[src/rtl/uart_arb_pkg.sv]
// ----------------------------------------------------------------------------
// uart_arb_pkg
// Shared types and constants for the UART transmit arbiter.
//   arb_state_t : arbiter FSM states (IDLE, ISSUE, SETTLE, DRAIN)
//   BYTE_W      : width of one transmitted byte
//   LOCK_CNT_W  : width of the lock-timeout counter
// ----------------------------------------------------------------------------
package uart_arb_pkg;

  localparam int BYTE_W     = 8;
  localparam int LOCK_CNT_W = 16;

  typedef enum logic [1:0] {
    IDLE   = 2'd0,  // arbitrate when the transmitter is free
    ISSUE  = 2'd1,  // one-cycle write strobe and requester ack
    SETTLE = 2'd2,  // transmitter raises busy during this cycle
    DRAIN  = 2'd3   // wait for the transmitter to finish the byte
  } arb_state_t;

endpackage : uart_arb_pkg

[src/rtl/uart_tx_arbiter_rr_pick.sv]
// ----------------------------------------------------------------------------
// rr_pick
// Combinational round-robin picker: returns the first asserted request found
// searching upward from ptr, wrapping modulo NREQ (not modulo 2**IDX_W).
//   req   in  NREQ   request vector
//   ptr   in  IDX_W  highest-priority index for this search
//   valid out 1      at least one request asserted
//   idx   out IDX_W  winning index (0 when valid is low)
// ----------------------------------------------------------------------------
module rr_pick #(
  parameter int NREQ  = 4,
  parameter int IDX_W = 2
) (
  input  logic [NREQ-1:0]  req,
  input  logic [IDX_W-1:0] ptr,
  output logic             valid,
  output logic [IDX_W-1:0] idx
);

  logic [IDX_W-1:0] cand;

  // Walk the rotated order from the far end back to ptr so that the last
  // hit written is the one closest to ptr.
  always_comb begin
    // NOTE: every signal assigned in a combinational block gets a default at
    // the top; a path that leaves one unassigned would infer a latch.
    valid = 1'b0;
    idx   = '0;
    cand  = '0;
    for (int i = NREQ - 1; i >= 0; i--) begin
      cand = IDX_W'((int'(ptr) + i) % NREQ);
      if (req[cand]) begin
        valid = 1'b1;
        idx   = cand;
      end
    end
  end

endmodule : rr_pick

[src/rtl/uart_tx_arbiter.sv]
// ----------------------------------------------------------------------------
// uart_tx_arbiter
// Shares one byte transmitter (wb_uart_tx) between NREQ byte sources. A
// requester wins round-robin and keeps the transmitter for a whole frame,
// i.e. until a byte flagged last has drained. A locked owner that stops
// requesting for LOCK_TIMEOUT idle cycles loses the lock.
//   i_clk         in   system clock
//   i_rst_n       in   asynchronous active-low reset
//   i_req         in   NREQ      per-requester byte valid (level)
//   i_data        in   NREQ*8    requester k uses bits [8k+7:8k]
//   i_last        in   NREQ      byte ends the requester's frame
//   o_ack         out  NREQ      one-cycle pulse, byte consumed
//   o_grant       out  NREQ      one-hot transmitter owner, 0 when free
//   o_lock_abort  out  1         one-cycle pulse, lock broken by timeout
//   o_tx_wr       out  1         transmitter write strobe
//   o_tx_data     out  8         transmitter byte
//   i_tx_busy     in   1         transmitter busy
// ----------------------------------------------------------------------------
module uart_tx_arbiter
  import uart_arb_pkg::*;
#(
  parameter int                    NREQ         = 4,
  parameter logic [LOCK_CNT_W-1:0] LOCK_TIMEOUT = 16'd4096
) (
  input  logic                   i_clk,
  input  logic                   i_rst_n,
  input  logic [NREQ-1:0]        i_req,
  input  logic [NREQ*BYTE_W-1:0] i_data,
  input  logic [NREQ-1:0]        i_last,
  output logic [NREQ-1:0]        o_ack,
  output logic [NREQ-1:0]        o_grant,
  output logic                   o_lock_abort,
  output logic                   o_tx_wr,
  output logic [BYTE_W-1:0]      o_tx_data,
  input  logic                   i_tx_busy
);

  localparam int IDX_W = $clog2(NREQ);

  // --------------------------------------------------------------------------
  // State
  // --------------------------------------------------------------------------
  arb_state_t              state_q,   state_d;
  logic [NREQ-1:0]         grant_q,   grant_d;
  logic [IDX_W-1:0]        owner_q,   owner_d;
  logic [BYTE_W-1:0]       tx_data_q, tx_data_d;
  logic                    last_q,    last_d;
  logic                    lock_q,    lock_d;
  logic [IDX_W-1:0]        rr_ptr_q,  rr_ptr_d;
  logic [LOCK_CNT_W-1:0]   cnt_q,     cnt_d;

  // --------------------------------------------------------------------------
  // Selection
  // --------------------------------------------------------------------------
  logic              pick_valid;
  logic [IDX_W-1:0]  pick_idx;
  logic              owner_req;
  logic              sel_valid;
  logic [IDX_W-1:0]  sel_idx;
  logic [BYTE_W-1:0] sel_data;
  logic              sel_last;

  logic [LOCK_CNT_W-1:0] cnt_inc;
  logic                  lock_abort;

  rr_pick #(
    .NREQ  (NREQ),
    .IDX_W (IDX_W)
  ) u_rr_pick (
    .req   (i_req),
    .ptr   (rr_ptr_q),
    .valid (pick_valid),
    .idx   (pick_idx)
  );

  // While a frame is locked only the owner may be picked; the round-robin
  // result is ignored.
  assign owner_req = i_req[owner_q];
  assign sel_valid = lock_q ? owner_req : pick_valid;
  assign sel_idx   = lock_q ? owner_q   : pick_idx;
  assign sel_last  = i_last[sel_idx];

  always_comb begin
    sel_data = '0;
    for (int k = 0; k < NREQ; k++) begin
      if (sel_idx == IDX_W'(k)) begin
        sel_data = i_data[k*BYTE_W +: BYTE_W];
      end
    end
  end

  // Saturating increment; the abort fires on the cycle the count would reach
  // LOCK_TIMEOUT, so the abort is the LOCK_TIMEOUT-th idle cycle. A pending
  // owner request always beats the timeout.
  assign cnt_inc    = (cnt_q == '1) ? cnt_q : cnt_q + 1'b1;
  assign lock_abort = (state_q == IDLE) && lock_q && !owner_req &&
                      (cnt_inc == LOCK_TIMEOUT);

  // Explicit wrap at NREQ-1 so non-power-of-two NREQ never yields an index
  // past the last requester.
  function automatic logic [IDX_W-1:0] wrap_inc(input logic [IDX_W-1:0] v);
    return (v == IDX_W'(NREQ - 1)) ? '0 : v + 1'b1;
  endfunction

  // --------------------------------------------------------------------------
  // State register
  // --------------------------------------------------------------------------
  always_ff @(posedge i_clk or negedge i_rst_n) begin
    if (!i_rst_n) begin
      state_q   <= IDLE;
      grant_q   <= '0;
      owner_q   <= '0;
      tx_data_q <= '0;
      last_q    <= 1'b0;
      lock_q    <= 1'b0;
      rr_ptr_q  <= '0;
      cnt_q     <= '0;
    end else begin
      // NOTE: sequential state uses non-blocking assignments so every
      // register samples the pre-edge values regardless of statement order.
      state_q   <= state_d;
      grant_q   <= grant_d;
      owner_q   <= owner_d;
      tx_data_q <= tx_data_d;
      last_q    <= last_d;
      lock_q    <= lock_d;
      rr_ptr_q  <= rr_ptr_d;
      cnt_q     <= cnt_d;
    end
  end

  // --------------------------------------------------------------------------
  // Next-state logic
  // --------------------------------------------------------------------------
  always_comb begin
    state_d   = state_q;
    grant_d   = grant_q;
    owner_d   = owner_q;
    tx_data_d = tx_data_q;
    last_d    = last_q;
    lock_d    = lock_q;
    rr_ptr_d  = rr_ptr_q;
    cnt_d     = cnt_q;

    unique case (state_q)
      IDLE: begin
        if (lock_q) begin
          if (owner_req) begin
            cnt_d = '0;
          end else if (lock_abort) begin
            lock_d   = 1'b0;
            grant_d  = '0;
            rr_ptr_d = wrap_inc(owner_q);
            cnt_d    = '0;
          end else begin
            cnt_d = cnt_inc;
          end
        end
        // A transmitter still busy (e.g. after a reset mid-byte) blocks
        // arbitration entirely.
        if (!i_tx_busy && sel_valid) begin
          state_d          = ISSUE;
          grant_d          = '0;
          grant_d[sel_idx] = 1'b1;
          owner_d          = sel_idx;
          tx_data_d        = sel_data;
          last_d           = sel_last;
        end
      end

      ISSUE:  state_d = SETTLE;

      // Busy is not valid yet in the cycle after the strobe; skip it.
      SETTLE: state_d = DRAIN;

      DRAIN: begin
        if (!i_tx_busy) begin
          state_d = IDLE;
          cnt_d   = '0;
          if (last_q) begin
            lock_d   = 1'b0;
            grant_d  = '0;
            rr_ptr_d = wrap_inc(owner_q);
          end else begin
            lock_d = 1'b1;
          end
        end
      end

      default: state_d = IDLE;
    endcase
  end

  // --------------------------------------------------------------------------
  // Outputs
  // --------------------------------------------------------------------------
  always_comb begin
    o_tx_wr = 1'b0;
    o_ack   = '0;
    if (state_q == ISSUE) begin
      o_tx_wr = 1'b1;
      o_ack   = grant_q;
    end
  end

  assign o_grant      = grant_q;
  assign o_tx_data    = tx_data_q;
  assign o_lock_abort = lock_abort;

endmodule : uart_tx_arbiter
[config.mk]
export PLATFORM = sky130hd
export DESIGN_NAME = uart_tx_arbiter
export DESIGN_NICKNAME = d
export VERILOG_FILES = /design/src/rtl/uart_arb_pkg.sv /design/src/rtl/uart_tx_arbiter_rr_pick.sv /design/src/rtl/uart_tx_arbiter.sv
export SDC_FILE = /design/constraint.sdc
export NUM_CORES = 1
export LEC_CHECK = 0
export BUFFER_PORTS_ARGS = -buffer_cell sky130_fd_sc_hd__buf_2
export CORE_MARGIN = 3
export CORE_UTILIZATION = 49
export CTS_CLUSTER_DIAMETER = 40
export DETAILED_ROUTE_END_ITERATION = 16
export GPL_TIMING_DRIVEN = 0
export HOLD_SLACK_MARGIN = 0.12
export PLACE_DENSITY = 0.84
export REMOVE_ABC_BUFFERS = 1
export SLEW_MARGIN = 20
export SYNTH_ARGS = -nofsm -noshare
export SYNTH_HDL_FRONTEND = slang
export SYNTH_SLANG_ARGS = --single-unit
export TNS_END_PERCENT = 10
[constraint.sdc]
create_clock -name i_clk -period 2.4 [get_ports i_clk]
set_input_delay 0.24 -clock i_clk [delete_from_list [all_inputs] [get_ports i_clk]]
set_output_delay 0.24 -clock i_clk [all_outputs]
set_load 0.005 [all_outputs]
---- After elaboration in Yosys (flattened, before gate mapping) ----
Index checks and enable logic that the tools add are counted.
word-level totals
  register bits after elaboration ......... 36
  latch bits .............................. 0
  bits in writable memories ............... 0
  ROM bits ................................ 0
  input bits .............................. 43
  output and inout port bits .............. 18
  word-level logic and storage cells ...... 113
  memories kept ........................... 0
operators by class
  add/sub/neg operators ................... 5
  multipliers ............................. 0
  divide/modulo/power cells ............... 0
  magnitude comparators ................... 7
  eq/ne operators ......................... 18
  shift operators ......................... 0
  mux-type cells .......................... 59
  bitwise gates (word level) .............. 0
  reductions and logical operators ........ 16
operators by type and width
  cell                     number
  $mux W16                 5
  $mux W8                  4
  $pmux W16 S2             1
  $mux W4                  7
  $mux W2                  13
  $lt A2 B3 Y1 const B     6
  $mux W1                  18
  $add A16 B1 Y16 const B  1
  $eq A16 B13 Y1 const B   1
  $eq A16 B16 Y1 const B   1
  $bmux W1 S2              6
  $reduce_and A6 Y1        2
  $eq A2 B2 Y1 const B     5
  $ne A2 B2 Y1 const B     5
  $ne A3 B2 Y1 const B     3
  $pmux W2 S4              1
  $pmux W4 S2              1
  $reduce_and A2 Y1        3
  $logic_and A1 B1 Y1      5
  $add A2 B1 Y2 const B    2
  $add A2 B2 Y2 const B    2
  $eq A2 B1 Y1 const B     2
  $logic_not A2 Y1         2
  $pmux W2 S2              1
  other kinds (7)          8

---- Longest topological paths before layout ----
  word-level depth ........................ 14
  mapped depth ............................ 11
  mapped depth without buffers ............ 10

---- Modules after synthesis ----
From an unflattened synthesis, not the netlist that was laid out.
second synthesis, totals
  cells, all modules ...................... 272
  area, all modules ....................... 2,696.3 sq um
by module, submodules not included
  module           times used  cells an instance  area each (sq um)  seq. area each (sq um)
  uart_tx_arbiter  1           259                2,618.8            900.9
  rr_pick          1           13                 77.6               0.0

---- Least setup slack after synthesis ----
Ideal clock, no wire load.
  kind .................................... reg-to-reg
  start ................................... register cnt_q[0]
  end ..................................... register rr_ptr_q[0]
  library setup time ...................... 0.128 ns
  data arrival time ....................... 2.280 ns
  required time ........................... 2.272 ns
  path slack .............................. -0.008 ns
  stages on the path, launching flop included .. 10
  path buffers ............................ 0
  period minus slack after synthesis ...... 2.408 ns
  path through ............................ dfrtp_1 ha_1 and2_1 xnor2_1 o311a_1 a21oi_1 nor4b_2 nand4_1 a22oi_2 mux2_1
between the ends
  longest elaborated chain between the ends .. 6
  elaborated cells between the ends (all ways) .. 7
  those cells by class .................... add/sub (1); eq/ne (3); mux (1); reduce/logical (2)
ends and longest elaborated chain
  element                                            line                    source
  start: declaration                                 uart_tx_arbiter.sv:50   logic [LOCK_CNT_W-1:0] cnt_q, cnt_d;
  start signal: assignment                           uart_tx_arbiter.sv:128  cnt_q <= cnt_d;
  $add A16 B1 Y16 or $eq A16 B16 Y1 (tied branches)  uart_tx_arbiter.sv:95   assign cnt_inc = (cnt_q == '1) ? cnt_q : cnt_q + 1'b1;
  $mux W16 *                                         uart_tx_arbiter.sv:95
  $eq A16 B13 Y1 *                                   uart_tx_arbiter.sv:97   (cnt_inc == LOCK_TIMEOUT);
  $logic_and A1 B1 Y1 *                              uart_tx_arbiter.sv:96   assign lock_abort = (state_q == IDLE) && lock_q && !owner_req &&
  $ne A2 B2 Y1 (no source line) *                    --
  $reduce_and A6 Y1 (no source line) *               --
  end signal: assignment                             uart_tx_arbiter.sv:127  rr_ptr_q <= rr_ptr_d;
  end: declaration                                   uart_tx_arbiter.sv:49   logic [IDX_W-1:0] rr_ptr_q, rr_ptr_d;
Mark *: on every way between the ends. The rest lies on a longest branch, timed or not.
A chain may end at the register's enable or synchronous reset.

---- Worst setup path after layout ----
  start ................................... register cnt_q[0]
  end ..................................... output port o_lock_abort
between the ends
  longest elaborated chain between the ends .. 4
  elaborated cells between the ends (all ways) .. 5
  those cells by class .................... add/sub (1); eq/ne (2); mux (1); reduce/logical (1)
ends and longest elaborated chain
  element                                            line                   source
  $add A16 B1 Y16 or $eq A16 B16 Y1 (tied branches)  uart_tx_arbiter.sv:95
  $mux W16 *                                         uart_tx_arbiter.sv:95
  $eq A16 B13 Y1 *                                   uart_tx_arbiter.sv:97
  $logic_and A1 B1 Y1 *                              uart_tx_arbiter.sv:96
  end: declaration                                   uart_tx_arbiter.sv:32  output logic o_lock_abort,
Marks and branches as above.

==> results.cfg <==
[yosys]
ys_types = 54
synth_edf_count = 0
synth_ff_type = dfrtp_1
ys_ff_latch = 36
syn_area_per_cell_um2 = 9.125
async_flop_share_pct = 100.0
yosysTopAreaCellShare_pct = 34.88
yosys.area.top_type = dfrtp_1
syn-cell-area_mm2 = 0.002582
netlist_instances = 283
yosys-top-cells-area = dfrtp_1 35%, a21oi_1 6.2%, mux2i_1 4.7%, mux2_2 4.4%, nand2_1 3.2%
yosys_warnings = 0
yosysSeqAreaShare_pct = 34.88

[global_routing]
grt_pass1_wl_um = 11140
grt_max_degree = 37
track_usage_pct = 22.72
grt_overflow = 0
antenna_found_initial = 0
gr-usage-met2_pct = 41.26
grt_pass1_vias = 2441
grt.busiest_layer = met2
grt.met3_usage_pct = 4.817
grt_util_met1_pct = 25.31

[worst_setup_path]
crit_chain = ha_4, and2_4, xnor2_2, o311a_1, a21oi_2, nor4b_4, nand4_1, inv_2, buf_6
worst-path-max-fanout = 6
critical_path.startpoint = cnt_q[0]
slowest_stage = dfrtp_2
critPathCaptureType = output port
r2r_start = cnt_q[0]
cp.depth = 9
critPathRequiredTime_ns = 2.16
crit_end = o_lock_abort
rr_endpoint = rr_ptr_q[1]
crit_family = simple AND/OR/NAND/NOR gates
critical-path-max-stage-delay_ns = 0.47
reg2reg_slack_ns = -0.05
setup.worst_path.start_class = flip-flop
crit_type = flip-flop to output port
arrival_ns = 2.24
crit_buf_inv = 2
reg2reg_depth = 9

[clock_network]
cts_tree = done
cts_made_buffers = 5
root_buffer = clkbuf_8
cts_max_level = 2
clock_sinks = 36
cts_buffer_depth = 2
clkTransAtPathRegs_ns = 0.07
insertion_delay_ns = 0.29

[sta]
worst_clock_skew_ns = 0.003832
finalSetupViolCount = 3
finalCriticalPeriod_ns = 2.485
slew_headroom_pct = 46.51
tightest_slew_ns = 0.8024
rsz0062_at_grt = true
finalHoldWorstSlack_ns = 0.3412
slew_violations = 0
post-route-period-util_pct = 103.5
setup_ws_ns = -0.08482
fmax_mhz = 402.4
hold_viol_final = 0

[place]
dp.cells = 393
io_buffers = 60
dp_hpwl_um = 4497
place.gp.congestion = 0.8747

[finish]
stdcell_count = 425
final_nets = 406
layout_commonest_cell = buf_2
drive_gt1_share_pct = 43.02
mostFrequentLayoutCells = 59 x buf_2, 28 x a21oi_1, 23 x dfrtp_1
syn_to_final_growth_pct = 33.33
post-route-util_pct = 70.11
n_antenna_cell = 0

[power]
p_per_area_mw_per_mm2 = 892.3
ir_worst_vdd_uv = 811.3
power_mw = 3.072
p_leak_nw = 1.537

[min_path]
hold_path_class = primary input to flip-flop

[drt]
detail_route.wl_per_cell_um = 15.65
wl_um = 6652
drt_iter0_drc = 134
route.detailed.drc = 0
viasPerCell = 5.845
num_vias = 2484
first_pass_iters = 4
antenna_left = 0

[flow_run]
cap_violations = 0

[die]
fp-row-count = 25
fp.dieH_um = 78.60
start_util_pct = 52.59
die_x_um = 78.60
coreArea_mm2 = 0.004911
io_pins = 61
die-area_mm2 = 0.006177

[outcome]
status = complete, but fails checks
violations = setup timing
through the flow:
step / instance area [um2] / setup WS [ns] / TNS [ns]
after detailed placement: 2918 / -0.3900 / -4.728
final: 3443 / -0.08482 / -0.1472
after global placement: 2856 / -1.039 / -16.47
after CTS: 3302 / -0.08943 / -0.1971
after global routing: 3443 / -0.2156 / -1.020
after floorplan: 2472 / -0.5564 / -5.573
what timing repair did:
item	4_1_cts	5_1_grt
endpoints found under the setup margin	25	21
gates resized for setup	31	19
pin swaps	13	9
endpoints found under the hold margin	36	0
setup buffers	18	5
hold buffers	1	0
where the power goes:
group	internal [mW]	total (mW)	switching (mW)
clock	0.367	0.588	0.222
combinational	0.740	1.53	0.790
sequential	0.782	0.955	0.173
total	1.89	3.07	1.18
synthesized netlist by cell type (7+ instances only):
library cell,number
dfrtp_1,36
a21oi_1,32
nand2_1,22
nor2_1,15
mux2i_1,12
nand3_1,11
mux2_2,10
nor2b_1,10
o21ai_0,10
a211oi_1,9
buf_2,7
clkbuf_1,7
inv_1,7
layout make-up:
type | instances | area [um2]
fillers | 357 | 1468
clock inverters | 1 | 30.03
repair buffers | 87 | 560.5
well taps | 67 | 83.83
clock buffers | 7 | 96.34
flip-flops and latches | 36 | 917.1
multi-input cells | 219 | 1725
inverters | 8 | 30.03
worst min-delay path by stage:
stage               slack [ns]      start          to  depth (start not counted)
CTS                       0.31  i_tx_busy  state_q[0]                          3
global route              0.35  i_tx_busy  state_q[0]                          3
floorplan                -0.06    i_rst_n    cnt_q[0]                          0
global placement          0.36    i_rst_n   cnt_q[11]                          1
finish                    0.34  i_tx_busy      lock_q                          3
detailed placement        0.38    i_rst_n   cnt_q[11]                          1
worst min-delay path, stage by stage:
cell and delay [ns]:
buf_2 0.12, nor2_1 0.10, a22o_1 0.14
kinds of logic (layout without fill, tap and decap cells):
logic type               after synthesis  after routing  share of synthesized area, %
XOR/XNOR                               5              5                         1.696
buffers and inverters                 28            103                         5.427
AO/OA/AOI/OAI                         83             83                         21.37
flip-flops                            36             36                         34.88
multiplexers                          25             25                         10.76
AND/OR/NAND/NOR                      100            100                         22.97
adder cells (fa/ha/maj)                6              6                         2.907
state kept, by name, summed over array words and instances (netlist names):
signal / flops
rr_ptr_q: 2
last_q: 1
state_q: 2
o_grant: 4
cnt_q: 16
o_tx_data: 8
lock_q: 1
owner_q: 2
metal layers:
metal	wire length [um]	share of wire, %	vias to the layer above
li1	-	-	1196
met1	2542	38	1191
met2	3542	53	86
met3	412	6.2	11
met4	155	2.3	0
met5	0	0	-
Power figures use the tool's default switching activity.
